**config.mk**
```make
export PLATFORM = sky130hd
export DESIGN_NAME = ex_muldiv
export DESIGN_NICKNAME = d
export VERILOG_FILES = /design/src/rtl/lc3b_types.sv /design/src/rtl/ex_muldiv_step.sv /design/src/rtl/ex_muldiv.sv
export SDC_FILE = /design/constraint.sdc
export NUM_CORES = 1
export LEC_CHECK = 0
export ABC_AREA = 0
export CORE_UTILIZATION = 30
export DETAILED_ROUTE_END_ITERATION = 10
export SYNTH_ARGS = -nofsm -noshare
export SYNTH_HDL_FRONTEND = slang
export SYNTH_SLANG_ARGS = --single-unit
```
**constraint.sdc**
```tcl
create_clock -name clk -period 4.9 [get_ports clk]
set_clock_uncertainty 0.05 [all_clocks]
set_input_delay 0.49 -clock clk [delete_from_list [all_inputs] [get_ports clk]]
set_output_delay 0.49 -clock clk [all_outputs]
set_load 0.01 [all_outputs]
```
**src/rtl/lc3b_types.sv**
```systemverilog
// Shared LC-3b datapath types: ALU op encodings and the multiply/divide op set
// consumed by ex_muldiv.
package lc3b_types;

  typedef enum logic [3:0] {
    alu_add  = 4'd0,
    alu_and  = 4'd1,
    alu_not  = 4'd2,
    alu_pass = 4'd3,
    alu_sll  = 4'd4,
    alu_srl  = 4'd5,
    alu_sra  = 4'd6,
    alu_mult = 4'd7,
    alu_div  = 4'd8
  } lc3b_aluop;

  typedef enum logic [1:0] {
    md_mulu = 2'd0,
    md_muls = 2'd1,
    md_divu = 2'd2,
    md_divs = 2'd3
  } lc3b_mdop;

  function automatic logic mdop_is_div(input lc3b_mdop op);
    return op[1];
  endfunction

  function automatic logic mdop_is_signed(input lc3b_mdop op);
    return op[0];
  endfunction

endpackage

```
**src/rtl/ex_muldiv_step.sv**
```systemverilog
// muldiv_step: one combinational iteration of shift-add multiply or restoring
// divide on the {hi, lo} working register. Divide path needs EX_MULDIV_DIV_EN.
module muldiv_step #(
  parameter int WIDTH = 16
) (
  input  logic                 is_div,
  input  logic [2*WIDTH-1:0]   acc,
  input  logic [WIDTH-1:0]     operand,
  output logic [2*WIDTH-1:0]   acc_next
);

  logic [WIDTH:0]       sum_s;
  logic [2*WIDTH-1:0]   mul_next_s;

  // Multiply: conditionally add the multiplicand to the high half, then shift right.
  assign sum_s      = {1'b0, acc[2*WIDTH-1:WIDTH]} +
                      (acc[0] ? {1'b0, operand} : {(WIDTH+1){1'b0}});
  assign mul_next_s = {sum_s, acc[WIDTH-1:1]};

`ifdef EX_MULDIV_DIV_EN
  logic [WIDTH:0]       rem_sh_s;
  logic [WIDTH:0]       diff_s;
  logic [2*WIDTH-1:0]   div_next_s;

  // Divide: shift the next dividend bit into the remainder and keep the
  // subtraction only when it does not go negative (bit WIDTH is the borrow).
  assign rem_sh_s   = {acc[2*WIDTH-1:WIDTH], acc[WIDTH-1]};
  assign diff_s     = rem_sh_s - {1'b0, operand};
  assign div_next_s = diff_s[WIDTH] ? {rem_sh_s[WIDTH-1:0], acc[WIDTH-2:0], 1'b0}
                                    : {diff_s[WIDTH-1:0],   acc[WIDTH-2:0], 1'b1};
  assign acc_next   = is_div ? div_next_s : mul_next_s;
`else
  logic unused_is_div_s;
  assign unused_is_div_s = is_div;
  assign acc_next        = mul_next_s;
`endif

endmodule

```
**src/rtl/ex_muldiv.sv**
```systemverilog
// ex_muldiv: multi-cycle multiply/divide unit with start/done handshake.
// Divide, divide-by-zero and overflow handling exist only with EX_MULDIV_DIV_EN.
module ex_muldiv
  import lc3b_types::*;
#(
  parameter int WIDTH = 16
) (
  input  logic             clk,
  input  logic             reset,
  input  logic             start,
  input  lc3b_mdop         op,
  input  logic [WIDTH-1:0] a,
  input  logic [WIDTH-1:0] b,
  input  logic             flush,
  output logic             busy,
  output logic             done,
  output logic [WIDTH-1:0] result_lo,
  output logic [WIDTH-1:0] result_hi,
  output logic             div_by_zero
);

  typedef enum logic [1:0] {
    S_IDLE = 2'd0,
    S_CALC = 2'd1,
    S_DONE = 2'd2
  } state_t;

  localparam int             CW       = $clog2(WIDTH);
  localparam logic [CW-1:0]  CNT_LAST = CW'(WIDTH - 1);

  state_t               state_r, state_s;
  logic [CW-1:0]        cnt_r, cnt_s;
  logic [2*WIDTH-1:0]   acc_r, acc_s, step_acc_s, prod_s;
  logic [WIDTH-1:0]     opnd_r, opnd_s;
  logic                 div_r, div_s, neg_res_r, neg_res_s, neg_rem_r, neg_rem_s;
  logic                 busy_r, busy_s, done_r, done_s, dbz_r, dbz_s;
  logic [WIDTH-1:0]     lo_r, lo_s, hi_r, hi_s, fin_lo_s, fin_hi_s;
  logic                 a_neg_s, b_neg_s;
  logic [WIDTH-1:0]     a_mag_s, b_mag_s, quot_s, rem_s;

  muldiv_step #(.WIDTH(WIDTH)) u_step (
    .is_div   (div_r),
    .acc      (acc_r),
    .operand  (opnd_r),
    .acc_next (step_acc_s)
  );

  // Signed ops run on magnitudes; the recorded signs fix up the final iteration.
  assign a_neg_s  = mdop_is_signed(op) & a[WIDTH-1];
  assign b_neg_s  = mdop_is_signed(op) & b[WIDTH-1];
  assign a_mag_s  = a_neg_s ? -a : a;
  assign b_mag_s  = b_neg_s ? -b : b;
  assign prod_s   = neg_res_r ? -step_acc_s : step_acc_s;
  assign quot_s   = neg_res_r ? -step_acc_s[WIDTH-1:0] : step_acc_s[WIDTH-1:0];
  assign rem_s    = neg_rem_r ? -step_acc_s[2*WIDTH-1:WIDTH] : step_acc_s[2*WIDTH-1:WIDTH];
  assign fin_lo_s = div_r ? quot_s : prod_s[WIDTH-1:0];
  assign fin_hi_s = div_r ? rem_s  : prod_s[2*WIDTH-1:WIDTH];

  // Next-state and next-output logic for the IDLE/CALC/DONE sequencer.
  always_comb begin
    state_s   = state_r;
    cnt_s     = cnt_r;
    acc_s     = acc_r;
    opnd_s    = opnd_r;
    div_s     = div_r;
    neg_res_s = neg_res_r;
    neg_rem_s = neg_rem_r;
    busy_s    = 1'b0;
    done_s    = 1'b0;
    lo_s      = lo_r;
    hi_s      = hi_r;
    dbz_s     = dbz_r;
    case (state_r)
      S_IDLE, S_DONE: begin
        if ((state_r == S_DONE) && flush) begin
          state_s = S_IDLE;
        end else if (start) begin
          div_s     = mdop_is_div(op);
          opnd_s    = b_mag_s;
          acc_s     = {{WIDTH{1'b0}}, a_mag_s};
          cnt_s     = {CW{1'b0}};
          neg_res_s = a_neg_s ^ b_neg_s;
          neg_rem_s = a_neg_s;
          if (mdop_is_div(op)) begin
`ifdef EX_MULDIV_DIV_EN
            if (b == {WIDTH{1'b0}}) begin
              state_s = S_DONE;
              done_s  = 1'b1;
              lo_s    = {WIDTH{1'b1}};
              hi_s    = a;
              dbz_s   = 1'b1;
            end else begin
              state_s = S_CALC;
              busy_s  = 1'b1;
            end
`else
            state_s = S_DONE;
            done_s  = 1'b1;
            lo_s    = {WIDTH{1'b0}};
            hi_s    = {WIDTH{1'b0}};
            dbz_s   = 1'b0;
`endif
          end else begin
            state_s = S_CALC;
            busy_s  = 1'b1;
          end
        end else begin
          state_s = S_IDLE;
        end
      end
      S_CALC: begin
        if (flush) begin
          state_s = S_IDLE;
        end else begin
          acc_s = step_acc_s;
          cnt_s = cnt_r + 1'b1;
          if (cnt_r == CNT_LAST) begin
            state_s = S_DONE;
            done_s  = 1'b1;
            lo_s    = fin_lo_s;
            hi_s    = fin_hi_s;
            dbz_s   = 1'b0;
          end else begin
            busy_s  = 1'b1;
          end
        end
      end
      default: begin
        state_s = S_IDLE;
      end
    endcase
  end

  // State and registered-output update; reset overrides everything.
  always_ff @(posedge clk) begin
    if (reset) begin
      state_r   <= S_IDLE;
      cnt_r     <= {CW{1'b0}};
      acc_r     <= {(2*WIDTH){1'b0}};
      opnd_r    <= {WIDTH{1'b0}};
      div_r     <= 1'b0;
      neg_res_r <= 1'b0;
      neg_rem_r <= 1'b0;
      busy_r    <= 1'b0;
      done_r    <= 1'b0;
      lo_r      <= {WIDTH{1'b0}};
      hi_r      <= {WIDTH{1'b0}};
      dbz_r     <= 1'b0;
    end else begin
      state_r   <= state_s;
      cnt_r     <= cnt_s;
      acc_r     <= acc_s;
      opnd_r    <= opnd_s;
      div_r     <= div_s;
      neg_res_r <= neg_res_s;
      neg_rem_r <= neg_rem_s;
      busy_r    <= busy_s;
      done_r    <= done_s;
      lo_r      <= lo_s;
      hi_r      <= hi_s;
      dbz_r     <= dbz_s;
    end
  end

  assign busy        = busy_r;
  assign done        = done_r;
  assign result_lo   = lo_r;
  assign result_hi   = hi_r;
  assign div_by_zero = dbz_r;

endmodule

```
==> flow_metrics.tcl, run 1 <==
set metrics [dict create \
    yosys.cell_types.count 77 \
    startpoint_type "flop" \
    drt_iter0_drc 334 \
    die_h_um 141 \
    place_congestion 0.917 \
    setup_tns_ns 0 \
    syn-cell-area_um2 5830 \
    die_area_um2 20000 \
    boundaryPins 73 \
    synth_fa_ha_area_frac 0.0485 \
    cp.required_ns 5.14 \
    hold_ws_ns 0.402 \
    p_leak_nw 2.64 \
    io_buffers 71 \
    ir_worst_vdd_v 0.000159 \
    slew_headroom 0.302 \
    timing_hold_violations_final 0 \
    critPathKind "reg2reg" \
    register_area_um2 1820 \
    drc 0 \
    routed_wl_um 15800 \
    num-fill-cells 1988 \
    cts_tree "done" \
    detail_route.vias_per_cell 5.17 \
    finalCoreUtilization 0.371 \
    wl_per_cell_um 15.0 \
    seq_area_frac_synth 0.313 \
    synth_top_area_frac 0.313 \
    htree_num_levels 3 \
    synth_mux_area_frac 0.00172 \
    initial_core_util 0.308 \
    yosys-top-cells-count "nor2_1 (117), dfxtp_1 (91), a21oi_1 (59), nand2_1 (49), a22oi_1 (39)" \
    clk_pin_slew_ns 0.07 \
    powerDensity_nw_per_um2 263 \
    clock-root-buffer "clkbuf_16" \
    setup_viol 0 \
    synth_edf_count 0 \
    multiInputGateArea_um2 3720 \
    hp-class "reg2reg" \
    drtAntennaViolNets 0 \
    rsz0062_at_grt "no" \
    outcome "finished, final reports clean" \
    drv_cap 0 \
    postSynthAreaPerCell_um2 7.88 \
    cts_buffer_depth 2 \
    rows 50 \
    numCtsBuffers 9 \
    synth.area.top_cells "dfxtp_1 (31%), nor2_1 (7.5%), xnor2_1 (5.6%), a21oi_1 (5.1%), a22oi_1 (5.0%)" \
    dp_hpwl_um 11500 \
    syn_nets 800 \
    grt_max_degree 94 \
    fp.dieW_um 141 \
    period_needed_ns 3.71 \
    clock-sinks 91 \
    grt_overflow_total 0 \
    synth-compound-area-share 0.256 \
    synth-simple-area-share 0.244 \
    antenna_found_initial 0 \
    cts_resized 0 \
    worstPathArrival_ns 3.96 \
    post-route-period-util 0.758 \
    synth_ff_type "dfxtp_1" \
    yosys.area.top_type "dfxtp_1" \
    ys_warn_count 0 \
    post_cts_buffers 0 \
    syn_inst 740 \
    syn_to_final_growth_pct 20.3 \
    path_max_fanout 17 \
    firstDrtPassIters 4 \
    ys_ff_latch 91 \
    worst_pin_slew_ns 1.05 \
    drive_above_1_share 0.0633 \
    synthXorXnorAreaFrac 0.0857 \
    end_kind "flop" \
    cts_hold_buf 0 \
    core_um2 18900 \
    clk_latency_ns 0.35 \
    grt_pass1_wl_um 25900 \
    fmax_mhz 269 \
    synth_top_family_by_area "compound AO/OA/AOI/OAI gates" \
    synth_most_common_cell "nor2_1" \
    finalMaxSlewViolations 0 \
    grt_pass1_vias 4990 \
    grt.total_usage 0.161 \
    fin_nets 845 \
    num_antenna_cells 0 \
    vias 5432 \
    synthArstFlopShare 0 \
]
## cell families after synthesis
family,count (synthesis)
and+or+nand+nor,287
AOI/OAI and AO/OA,218
DFF,91
buffers and inverters,63
xor gates and xnor gates,57
adders and majority gates,22
other,1
muxes,1
## per-stage QoR
| step | setup WS [ns] | area (um2) | power [mW] | instances |
|---|---|---|---|---|
| after floorplan | 1.46 | 5830 | 1.02 | 740 |
| after CTS | 1.20 | 7010 | 1.86 | 1050 |
| after global routing | 0.947 | 7010 | 1.92 | 1050 |
| after global placement | 1.31 | 6700 | 1.11 | 1034 |
| after detailed placement | 1.23 | 6700 | 1.12 | 1034 |
| final | 1.19 | 7010 | 1.85 | 1050 |
## state kept, by name, summed over array words and instances (netlist names)
signal     count
busy           1
cnt_r          4
opnd_r        16
neg_rem_r      1
result_lo     16
result_hi     16
state_r        2
div_r          1
acc_r         32
neg_res_r      1
done           1
## final cells by class
class | count | area share
clock buffers | 13 | 0.0385
clock inverters | 3 | 0.00642
inverters | 19 | 0.0102
multi-input cells | 586 | 0.531
flip-flops and latches | 91 | 0.260
well taps | 260 | 0.0464
repair buffers | 78 | 0.108
## power breakdown
| group | leakage, nW | switching, mW | internal [mW] |
|---|---|---|---|
| Sequential | 0.740 | 0.0357 | 0.766 |
| Clock | 0.148 | 0.308 | 0.438 |
| Combinational | 1.75 | 0.171 | 0.126 |
## critical path: stages (launching register included)
cell and delay (ns):
dfxtp_1 0.43, and2_1 0.22, ha_1 0.20, fa_1 0.40, a21o_2 0.24, and4_2 0.26, or3_1 0.41, a222oi_1 0.40
o211ai_1 0.22, a2111o_1 0.49, a211o_1 0.27, nand3_1 0.06
## final timing paths
check	cells after the start	endpoint	from	slack, ns
setup / recovery	11	result_hi[15]$_SDFFE_PP0P_	acc_r[0]$_SDFFE_PP0P_	1.19
setup reg to reg	11	result_hi[15]$_SDFFE_PP0P_	acc_r[0]$_SDFFE_PP0P_	1.19
hold / removal	2	opnd_r[0]$_SDFFE_PP0P_	opnd_r[0]$_SDFFE_PP0P_	0.40
hold reg to reg	2	opnd_r[0]$_SDFFE_PP0P_	opnd_r[0]$_SDFFE_PP0P_	0.40
## routing by layer
metal / routed length, um / vias to the layer above / global-route usage
li1: - / 2781 / -
met1: 8270 / 2508 / 0.241
met2: 6550 / 131 / 0.235
met3: 792 / 12 / 0.0253
met4: 155 / 0 / 0.0447
met5: 0 / - / 0
## placed cells by master, fill, tap and decap left out, types with 3 or more instances in the layout
cell,n
a211o_1,3
a211oi_1,24
a21o_1,5
a21o_2,3
a21oi_1,58
a22oi_1,39
a311oi_1,7
a31oi_1,8
and2_1,22
and3_1,3
buf_4,7
clkbuf_16,9
clkbuf_8,3
clkdlybuf4s50_1,70
dfxtp_1,91
ha_1,21
inv_1,19
nand2_1,49
nand2b_1,3
nand3_1,13
nand3b_1,12
nand4_1,4
nor2_1,114
nor2_2,3
nor3_1,16
nor4_1,5
o211ai_1,6
o21ai_0,23
o31ai_1,11
o41ai_1,4
or2_1,3
or2_2,4
or3_1,12
or4_1,7
xnor2_1,37
xor2_1,20
Power figures use the tool's default switching activity.
==> inputs of run 2 (changes only) <==
==> constraint.sdc (replaced) <==
create_clock -name clk -period 3.8 [get_ports clk]
set_clock_uncertainty 0.05 [all_clocks]
set_input_delay 0.38 -clock clk [delete_from_list [all_inputs] [get_ports clk]]
set_output_delay 0.38 -clock clk [all_outputs]
set_load 0.01 [all_outputs]
==> run 2 against run 1 <==
Fmax is 3.7% higher. Worst hold slack worse by 0.0025 ns. Critical endpoint unchanged. Design area is 0.11% higher. Global-route usage is 0.12 points higher.
==> flow_metrics.tcl, run 2 (synthesis results as in run 1) <==
set metrics [dict create \
    wl_per_cell_um 15.0 \
    grt_pass1_vias 4992 \
    rsz0062_at_grt "no" \
    initial_core_util 0.308 \
    drt_iter0_drc 336 \
    cts_resized 0 \
    drtAntennaViolNets 0 \
    fmax_mhz 279 \
    cp.required_ns 4.04 \
    drv_cap 0 \
    timing_hold_violations_final 0 \
    cts_tree "done" \
    fp.dieW_um 141 \
    boundaryPins 73 \
    syn_to_final_growth_pct 20.5 \
    rows 50 \
    slew_headroom 0.452 \
    grt_max_degree 64 \
    drc 0 \
    antenna_found_initial 0 \
    num_antenna_cells 0 \
    path_max_fanout 5 \
    htree_num_levels 3 \
    end_kind "flop" \
    drive_above_1_share 0.0655 \
    p_total_mw 2.32 \
    clock-sinks 91 \
    num-fill-cells 2002 \
    cts_hold_buf 0 \
    regMostFlops "acc_r" \
    setup_viol 0 \
    p_comb_frac 0.168 \
    switchingPower_mw 0.643 \
    powerDensity_nw_per_um2 331 \
    die_area_um2 20000 \
    final_common_cell "nor2_1" \
    vias 5394 \
    hp-class "reg2reg" \
    period_needed_ns 3.58 \
    p_leak_nw 2.66 \
    dp_hpwl_um 11700 \
    worst_r2r_path_depth 11 \
    place_congestion 0.878 \
    clk_latency_ns 0.35 \
    grt_pass1_wl_um 25900 \
    core_um2 18900 \
    numCtsBuffers 9 \
    die_h_um 141 \
    io_buffers 71 \
    swShare 0.277 \
    clk_pin_slew_ns 0.06 \
    firstDrtPassIters 5 \
    setup_tns_ns 0 \
    finalMaxSlewViolations 0 \
    p_clk_frac 0.389 \
    grt.total_usage 0.162 \
    seqPwrFrac 0.444 \
    cts_buffer_depth 2 \
    grt_overflow_total 0 \
    largest_register_ffs 32 \
    detail_route.vias_per_cell 5.12 \
    internal-power_mw 1.68 \
    critPathKind "reg2reg" \
    clock-root-buffer "clkbuf_16" \
    outcome "finished, final reports clean" \
    fin_nets 849 \
    worst_pin_slew_ns 0.814 \
    ir_worst_vdd_v 0.000209 \
    startpoint_type "flop" \
    post_cts_buffers 0 \
    post-route-period-util 0.943 \
    final_cell_mix "nor2_1 (115), dfxtp_1 (91), clkdlybuf4s50_1 (70), a21oi_1 (58), nand2_1 (49)" \
    worstPathArrival_ns 3.82 \
    hold_depth 2 \
    routed_wl_um 15800 \
]
## run 2: changes by cell type in the layout (fill, tap and decap cells not counted), sizes merged
cell and delta:
clkinvlp -2, inv +1, buf +4, clkbuf -1
clkinv +2
## run 2: power by group through the flow
| stage | clock, mW | sequential, mW | combinational, mW |
|---|---|---|---|
| 2_1_floorplan | 0 | 1.03 | 0.279 |
| 3_3_place_gp | 0 | 1.05 | 0.386 |
| 3_5_place_dp | 0 | 1.05 | 0.388 |
| 4_1_cts | 0.930 | 1.03 | 0.390 |
| 5_1_grt | 0.961 | 1.04 | 0.436 |
| 6_report | 0.903 | 1.03 | 0.389 |
## run 2: path summary, 6_finish.rpt
check / from / to / slack, ns
max reg2reg: acc_r[0]$_SDFFE_PP0P_ / result_hi[15]$_SDFFE_PP0P_ / 0.22
max: acc_r[0]$_SDFFE_PP0P_ / result_hi[15]$_SDFFE_PP0P_ / 0.22
min reg2reg: opnd_r[13]$_SDFFE_PP0P_ / opnd_r[13]$_SDFFE_PP0P_ / 0.40
min: opnd_r[13]$_SDFFE_PP0P_ / opnd_r[13]$_SDFFE_PP0P_ / 0.40
## run 2: layout make-up
class	count	area, um2	share of cell area
clock buffers	12	246	0.0351
inverters	19	71.3	0.0102
multi-input cells	586	3720	0.530
repair buffers	82	788	0.112
flip-flops and latches	91	1820	0.259
well taps	260	325	0.0463
clock inverters	4	48.8	0.00695
## run 2: metal layers
metal  GRT usage  vias up  wire (um)
met5           0        -          0
met4      0.0623        0        321
met3      0.0250       20        762
met2       0.239      130       6500
met1       0.235     2454       8190
li1            -     2790          -
## run 2: critical path, stage by stage (launching register included)
cell and delay, ns:
dfxtp_1 0.34, and2_1 0.17, ha_1 0.20, fa_1 0.41, a21o_2 0.24, and4_2 0.26, or3_1 0.41, a222oi_1 0.41
o211ai_1 0.22, a2111o_1 0.48, a211o_1 0.27, nand3_1 0.06
## run 2: metrics by stage
step	hold slack (ns)	setup WS [ns]	util	cells	instance area [um2]
finish	0.400	0.218	0.372	1054	7020
global route	0.428	0.000783	0.372	1054	7020
CTS	0.401	0.240	0.372	1054	7020
detailed placement	0.393	0.274	0.356	1038	6730
global placement	0.388	0.371	0.356	1038	6730
floorplan	0.377	0.358	-	740	5830
